**config.mk**
```make
export PLATFORM = sky130hd
export DESIGN_NAME = branch_history_table_flat
export DESIGN_NICKNAME = d
export VERILOG_FILES = /design/src/rtl/bht_pkg.sv /design/src/rtl/branch_history_table_if.sv /design/src/rtl/bht_match.sv /design/src/rtl/branch_history_table.sv /design/src/flat_wrapper.sv
export SDC_FILE = /design/constraint.sdc
export NUM_CORES = 1
export LEC_CHECK = 0
export ABC_AREA = 1
export CAP_MARGIN = 20
export CORE_AREA = 3 3 205 207
export DETAILED_ROUTE_END_ITERATION = 10
export DIE_AREA = 0 0 208 210
export PLACE_DENSITY_LB_ADDON = 0.25
export SLEW_MARGIN = 10
export SYNTH_ARGS = -nofsm -noshare
export SYNTH_HDL_FRONTEND = slang
export SYNTH_SLANG_ARGS = --single-unit
```
**constraint.sdc**
```tcl
create_clock -name clk -period 4.3 [get_ports clk]
set_input_delay 0.86 -clock clk [delete_from_list [all_inputs] [get_ports clk]]
set_output_delay 0.86 -clock clk [all_outputs]
set_load 0.01 [all_outputs]
```
**src/rtl/bht_pkg.sv**
```systemverilog
// Shared widths, write_data field positions and the entry record for the branch history table.
package bht_pkg;

    localparam int PC_W    = 16;
    localparam int OFF_W   = 16;
    localparam int WDATA_W = 33;

    localparam int WD_PC_HI  = 32;
    localparam int WD_PC_LO  = 17;
    localparam int WD_OFF_HI = 16;
    localparam int WD_OFF_LO = 1;
    localparam int WD_HIST   = 0;

    typedef struct packed {
        logic             valid;
        logic [PC_W-1:0]  pc;
        logic [OFF_W-1:0] offset;
        logic             history;
    } bht_entry_t;

endpackage

```
**src/rtl/branch_history_table_if.sv**
```systemverilog
// Update stream from the branch controller plus the fetch-side lookup for the branch history table.
interface branch_history_table_if
    import bht_pkg::*;
#(
    parameter int PTR_W = 3
) ();

    logic               write_en;
    logic [WDATA_W-1:0] write_data;
    logic               flush;
    logic [PC_W-1:0]    pc_fetch;
    logic               hit;
    logic               history;
    logic [PC_W-1:0]    target;
    logic [PTR_W:0]     count;

    modport master (
        output write_en, write_data, flush, pc_fetch,
        input  hit, history, target, count
    );

    modport slave (
        input  write_en, write_data, flush, pc_fetch,
        output hit, history, target, count
    );

endinterface

```
**src/rtl/bht_match.sv**
```systemverilog
// Fully-associative PC compare: one-hot match over all valid entries plus an any-hit bit.
module bht_match
    import bht_pkg::*;
#(
    parameter int ENTRIES = 8
) (
    input  logic [PC_W-1:0]               pc_i,
    input  logic [ENTRIES-1:0]            valid_i,
    input  logic [ENTRIES-1:0][PC_W-1:0]  pcs_i,
    output logic [ENTRIES-1:0]            match_o,
    output logic                          any_o
);

    for (genvar gi = 0; gi < ENTRIES; gi++) begin : g_cmp
        assign match_o[gi] = valid_i[gi] && (pcs_i[gi] == pc_i);
    end

    assign any_o = |match_o;

endmodule

```
**src/rtl/branch_history_table.sv**
```systemverilog
// Branch history table: combinational lookup on the fetch PC, round-robin fill, in-place update.
// Define BHT_BYPASS_EN to forward a same-cycle update for the fetched PC straight to the outputs.
module branch_history_table
    import bht_pkg::*;
#(
    parameter int ENTRIES = 8,
    parameter int PTR_W   = 3
) (
    input  logic                   clk,
    input  logic                   rst,
    branch_history_table_if.slave  bus
);

    localparam logic [PTR_W:0] CNT_MAX = (PTR_W+1)'(ENTRIES);

    bht_entry_t [ENTRIES-1:0] entries_q, entries_d;
    logic [PTR_W-1:0]         rpl_ptr_q, rpl_ptr_d;
    logic [PTR_W:0]           count_q, count_d;

    logic [PC_W-1:0]  wr_pc;
    logic [OFF_W-1:0] wr_off;
    logic             wr_hist;

    assign wr_pc   = bus.write_data[WD_PC_HI:WD_PC_LO];
    assign wr_off  = bus.write_data[WD_OFF_HI:WD_OFF_LO];
    assign wr_hist = bus.write_data[WD_HIST];

    logic [ENTRIES-1:0]           valid_vec;
    logic [ENTRIES-1:0][PC_W-1:0] pc_vec;

    for (genvar gi = 0; gi < ENTRIES; gi++) begin : g_flat
        assign valid_vec[gi] = entries_q[gi].valid;
        assign pc_vec[gi]    = entries_q[gi].pc;
    end

    logic [ENTRIES-1:0] lk_oh, wr_oh;
    logic               lk_any, wr_any;

    bht_match #(.ENTRIES(ENTRIES)) u_match_lk (
        .pc_i    (bus.pc_fetch),
        .valid_i (valid_vec),
        .pcs_i   (pc_vec),
        .match_o (lk_oh),
        .any_o   (lk_any)
    );

    bht_match #(.ENTRIES(ENTRIES)) u_match_wr (
        .pc_i    (wr_pc),
        .valid_i (valid_vec),
        .pcs_i   (pc_vec),
        .match_o (wr_oh),
        .any_o   (wr_any)
    );

    // Matches are one-hot, so an AND-OR mux is enough; invalid entries never reach the outputs.
    logic            lk_hit;
    logic            lk_hist;
    logic [PC_W-1:0] lk_tgt;

    always_comb begin
        lk_hit  = lk_any;
        lk_hist = 1'b0;
        lk_tgt  = '0;
        for (int i = 0; i < ENTRIES; i++) begin
            if (lk_oh[i]) begin
                lk_hist = lk_hist | entries_q[i].history;
                lk_tgt  = lk_tgt | (entries_q[i].pc + entries_q[i].offset);
            end
        end
`ifdef BHT_BYPASS_EN
        if (bus.write_en && (wr_pc == bus.pc_fetch)) begin
            lk_hit  = 1'b1;
            lk_hist = wr_hist;
            lk_tgt  = wr_pc + wr_off;
        end
`endif
    end

    assign bus.hit     = lk_hit;
    assign bus.history = lk_hist;
    assign bus.target  = lk_tgt;
    assign bus.count   = count_q;

    always_comb begin
        entries_d = entries_q;
        rpl_ptr_d = rpl_ptr_q;
        count_d   = count_q;
        if (bus.flush) begin
            for (int i = 0; i < ENTRIES; i++) entries_d[i].valid = 1'b0;
            rpl_ptr_d = '0;
            count_d   = '0;
        end else if (bus.write_en) begin
            if (wr_any) begin
                for (int i = 0; i < ENTRIES; i++) begin
                    if (wr_oh[i]) begin
                        entries_d[i].offset  = wr_off;
                        entries_d[i].history = wr_hist;
                    end
                end
            end else begin
                // Pointer wraps naturally since ENTRIES == 2**PTR_W.
                entries_d[rpl_ptr_q] = '{valid: 1'b1, pc: wr_pc, offset: wr_off, history: wr_hist};
                rpl_ptr_d = rpl_ptr_q + 1'b1;
                if (count_q != CNT_MAX) count_d = count_q + 1'b1;
            end
        end
    end

    always_ff @(posedge clk) begin
        if (rst) begin
            entries_q <= '0;
            rpl_ptr_q <= '0;
            count_q   <= '0;
        end else begin
            entries_q <= entries_d;
            rpl_ptr_q <= rpl_ptr_d;
            count_q   <= count_d;
        end
    end

endmodule

```
**src/flat_wrapper.sv**
```systemverilog
// flat-port wrapper written by rule: the top's interface ports become plain ports
module branch_history_table_flat import bht_pkg::*;
#(
    parameter int ENTRIES = 8,
    parameter int PTR_W   = 3
)
  (clk, rst, bus_write_en, bus_write_data, bus_flush, bus_pc_fetch, bus_hit, bus_history, bus_target, bus_count);
  branch_history_table_if #(.PTR_W(PTR_W)) bus_i ();
  input  logic clk;
  input  logic rst;
  input wire logic [$bits(bus_i.write_en)-1:0] bus_write_en;
  input wire logic [$bits(bus_i.write_data)-1:0] bus_write_data;
  input wire logic [$bits(bus_i.flush)-1:0] bus_flush;
  input wire logic [$bits(bus_i.pc_fetch)-1:0] bus_pc_fetch;
  output wire logic [$bits(bus_i.hit)-1:0] bus_hit;
  output wire logic [$bits(bus_i.history)-1:0] bus_history;
  output wire logic [$bits(bus_i.target)-1:0] bus_target;
  output wire logic [$bits(bus_i.count)-1:0] bus_count;
  assign bus_i.write_en = bus_write_en;
  assign bus_i.write_data = bus_write_data;
  assign bus_i.flush = bus_flush;
  assign bus_i.pc_fetch = bus_pc_fetch;
  assign bus_hit = bus_i.hit;
  assign bus_history = bus_i.history;
  assign bus_target = bus_i.target;
  assign bus_count = bus_i.count;
  branch_history_table #(.ENTRIES(ENTRIES), .PTR_W(PTR_W)) u_core (.clk(clk), .rst(rst), .bus(bus_i));
endmodule
```
==> flow_summary_export.csv <==
group,metric,value,unit
sta,relSlewSlack,16.5,%
logic_synthesis,ys_seq_area_share,25.1,%
run_status,status,"completed",
logic_synthesis,netlist_instances,3727,
sta,hold-worst-slack,0.493,ns
job,drv_cap,0,
setup_path,cp-startpoint,"bus_pc_fetch[3]",
sta,fin_skew,0.0265,ns
min_path,holdCritPathClass,"reg -> reg",
setup_path,start_kind,"primary input",
logic_synthesis,synth.top_cells.by_area,"dfxtp_1 (25%), nand2_1 (16%), nor2_1 (12%)",
power_and_ir_drop,power.switching,1.96,mW
power_and_ir_drop,p_clk_share,44.0,%
logic_synthesis,synth_top_family_by_area,"simple AND/OR/NAND/NOR gates",
logic_synthesis,syn_area_per_cell,5.96,µm²
setup_path,crit_type,"in -> out",
logic_synthesis,yosysWarningCount,0,
route,drt_wl_total,108,mm
clocking,hold_buffers,0,
logic_synthesis,synth-async-reset-ratio,0,%
place,hpwlAfterDp,83.1,mm
logic_synthesis,synth_cell_type_count,53,
clocking,clockRootBuffer,"clkbuf_16",
place,gp_congestion,1.15,
sta,setup_viol,0,
min_path,hold_path_depth,2,
setup_path,r2r_slack,1.26,ns
die,ios,75,
route,dr.pass1.iters,6,
die,initial_utilization,54.8,%
route,vias,26675,
global_route,grt_pass1_vias,23593,
place,place_area,0.0247,mm²
power_and_ir_drop,p_leak,13.1,nW
clocking,cts_sinks,279,
global_route,grt-ovfl-total,0,
die,die_area,0.0437,mm²
setup_path,worstPathArrival,3.43,ns
sta,finalHoldViolCount,0,
global_route,grtUsageTotal,47.3,%
power_and_ir_drop,p_per_area,250,mW/mm²
sta,fin_crit,4.29,ns
cells_and_area,drive_gt1_share,9.70,%
power_and_ir_drop,power.internal,4.57,mW
logic_synthesis,yosys.area_share.simple,38.3,%
cells_and_area,final_cell_area,0.0261,mm²
clocking,cts_tree,"yes",
power_and_ir_drop,swShare,30.0,%
die,row_count,74,
sta,worstMarginPinSlew,1.25,ns
cells_and_area,nets,4080,
logic_synthesis,synth_compound_area_share,15.0,%
power_and_ir_drop,max-vdd-ir-drop,0.349,mV
die,die_y,210,µm
cells_and_area,synthToLayoutAreaGrowth,17.3,%
place,placedCellCount,4382,
clocking,numCtsBuffers,34,
logic_synthesis,synthFlopType,"dfxtp_1",
logic_synthesis,synth_mux_area_share,0,%
setup_path,end_kind,"output port",
global_route,grt_pass1_wl,154,mm
cells_and_area,fin_cells,4452,
sta,finalCritPeriodShare,99.9,%
logic_synthesis,synth-xor-area-share,3.31,%
logic_synthesis,synth_top_area_share,25.1,%
clocking,h-tree-depth,2,
route,via_per_inst,5.99,
setup_path,r2r_cells,16,
route,ant_nets,0,
logic_synthesis,synthAdderAreaFrac,7.65,%
die,core_area,0.0406,mm²
sta,slew_violations,0,
power_and_ir_drop,pwr-share-seq,41.3,%
setup_path,crit_path_max_fanout,5,
die,die_x,208,µm
route,drc_errors,0,
sta,max_freq,0.233,GHz
clocking,clk_latency,0.57,ns
power_and_ir_drop,power_frac_comb,14.7,%
route,drt_iter0_markers,4157,
setup_path,rr_startpoint,"u_core.entries_q[165]",
logic_synthesis,syn_area,0.0222,mm²
route,routedWlPerCell,24.2,µm
logic_synthesis,syn-num-nets,3911,
setup_path,cp.required,3.44,ns
global_route,antenna_found_initial,10,
min_path,hp-start,"u_core.entries_q[46]",
place,numPortBuffers,74,
clocking,clockBufferDepth,3,
clocking,cts.clk_slew.worst_paths,0.06,ns
logic_synthesis,synth_top_cell_by_area,"dfxtp_1",
cells_and_area,postLayoutCoreUtil,64.3,%
logic_synthesis,synth-seq-cells,279,
logic_synthesis,synth_edf_count,0,
global_route,grt_max_degree,138,
## power by group through the flow
stage          registers, mW  logic, mW  clock network [mW]
6_report                2.69      0.957                2.87
5_1_grt                 2.69       1.00                2.96
4_1_cts                 2.69      0.903                2.86
3_5_place_dp            2.74      0.896                   0
3_3_place_gp            2.74      0.893                   0
2_1_floorplan           2.71      0.492                   0
## registers in the layout (all words and copies together), names as in the netlist
| signal | count |
|---|---|
| u_core.entries_q | 272 |
| u_core.bus.count | 4 |
| u_core.rpl_ptr_q | 3 |
## what timing repair did
| item | in CTS | in global routing |
|---|---|---|
| setup buffers | 5 | 1 |
| pin swaps | 8 | 9 |
| setup endpoints to repair | 18 | 15 |
| gates resized for setup | 83 | 32 |
## metal layers
metal  vias up  routed length, µm  share of wire [%]  global-route usage (%)
li1      12369                  -                  -                       -
met3       497              15800                 15                    16.2
met1     11876              39800                 37                    59.4
met5         -                156               0.14                       0
met4        22               9070                8.4                    31.6
met2      1911              43000                 40                    68.9
## cell families after synthesis
| family | count (synthesis) |
|---|---|
| AO/OA/AOI/OAI | 603 |
| buffers and inverters | 558 |
| flip-flops | 279 |
| XOR/XNOR | 84 |
| AND/OR/NAND/NOR | 2072 |
| adder cells (fa/ha/maj) | 131 |
## critical path, cell delays in order
cell and delay, ns:
clkdlybuf4s50_1 0.53, inv_1 0.07, buf_4 0.17, o22ai_1 0.17
nor3_1 0.08, nand3_1 0.11, nor2_1 0.05, buf_4 0.16
buf_4 0.16, nand3_1 0.13, nand3_1 0.11, nor2_2 0.26
nand4_1 0.21, dlygate4sd2_1 0.34
## through the flow
stage	power, mW	setup slack (ns)	setup TNS, ns
floorplan	3.20	0.901	0
global placement	3.64	-0.504	-5.50
detailed placement	3.64	-0.581	-5.77
CTS	6.45	-0.101	-0.108
global route	6.65	-0.00779	-0.00779
finish	6.53	0.00611	0
## layout by cell type, fill, tap and decap left out, types with 7 or more instances in the layout
| cell | netlist | routed |
|---|---|---|
| a221oi_1 | 13 | 9 |
| nand3_1 | 241 | 238 |
| a21o_1 | 22 | 22 |
| nor2_2 | 4 | 10 |
| nor2_4 | 2 | 7 |
| clkbuf_8 | 0 | 8 |
| inv_2 | 15 | 20 |
| nand2_1 | 971 | 968 |
| o21ai_0 | 183 | 174 |
| a21oi_2 | 2 | 9 |
| ha_1 | 123 | 123 |
| inv_1 | 383 | 375 |
| nand2_2 | 6 | 9 |
| xor2_1 | 50 | 50 |
| o21ai_1 | 16 | 23 |
| nand3b_1 | 17 | 17 |
| buf_12 | 0 | 26 |
| nand4_1 | 42 | 42 |
| clkbuf_16 | 0 | 35 |
| nor2_1 | 708 | 697 |
| or2_2 | 18 | 18 |
| dfxtp_2 | 0 | 10 |
| clkdlybuf4s50_1 | 0 | 43 |
| dlygate4sd2_1 | 0 | 23 |
| buf_4 | 19 | 176 |
| nor3_1 | 40 | 38 |
| dfxtp_1 | 279 | 268 |
| a21oi_1 | 250 | 243 |
| xnor2_1 | 34 | 34 |
| fa_1 | 8 | 8 |
| o21bai_1 | 13 | 13 |
| o22ai_1 | 71 | 69 |
## cell usage after synthesis (13+ instances only)
master / instances
nand2_1: 971
nor2_1: 708
inv_1: 383
dfxtp_1: 279
a21oi_1: 250
nand3_1: 241
o21ai_0: 183
ha_1: 123
o22ai_1: 71
clkbuf_1: 63
buf_2: 52
xor2_1: 50
nand4_1: 42
nor3_1: 40
xnor2_1: 34
a21o_1: 22
buf_4: 19
or2_2: 18
buf_6: 17
nand3b_1: 17
o21ai_1: 16
inv_2: 15
a221oi_1: 13
o21bai_1: 13
## worst paths after layout
path,endpoint
worst max-delay path,bus_target[11]
worst min-delay path,u_core.entries_q[46]
worst max register to register,u_core.entries_q[34]
worst min register to register,u_core.entries_q[46]
## cell type report
cell class                      count  area (µm²)
Clock buffer                       49        1010
Timing Repair Buffer              286        2710
Inverter                          405        1540
Clock inverter                     10        66.3
Fill cell                        3856       14500
Antenna cell                        1        2.50
Multi-Input combinational cell   2890       14500
Tap cell                          532         666
Sequential cell                   279        5600
Note: power is estimated with default switching activity, not from simulation.
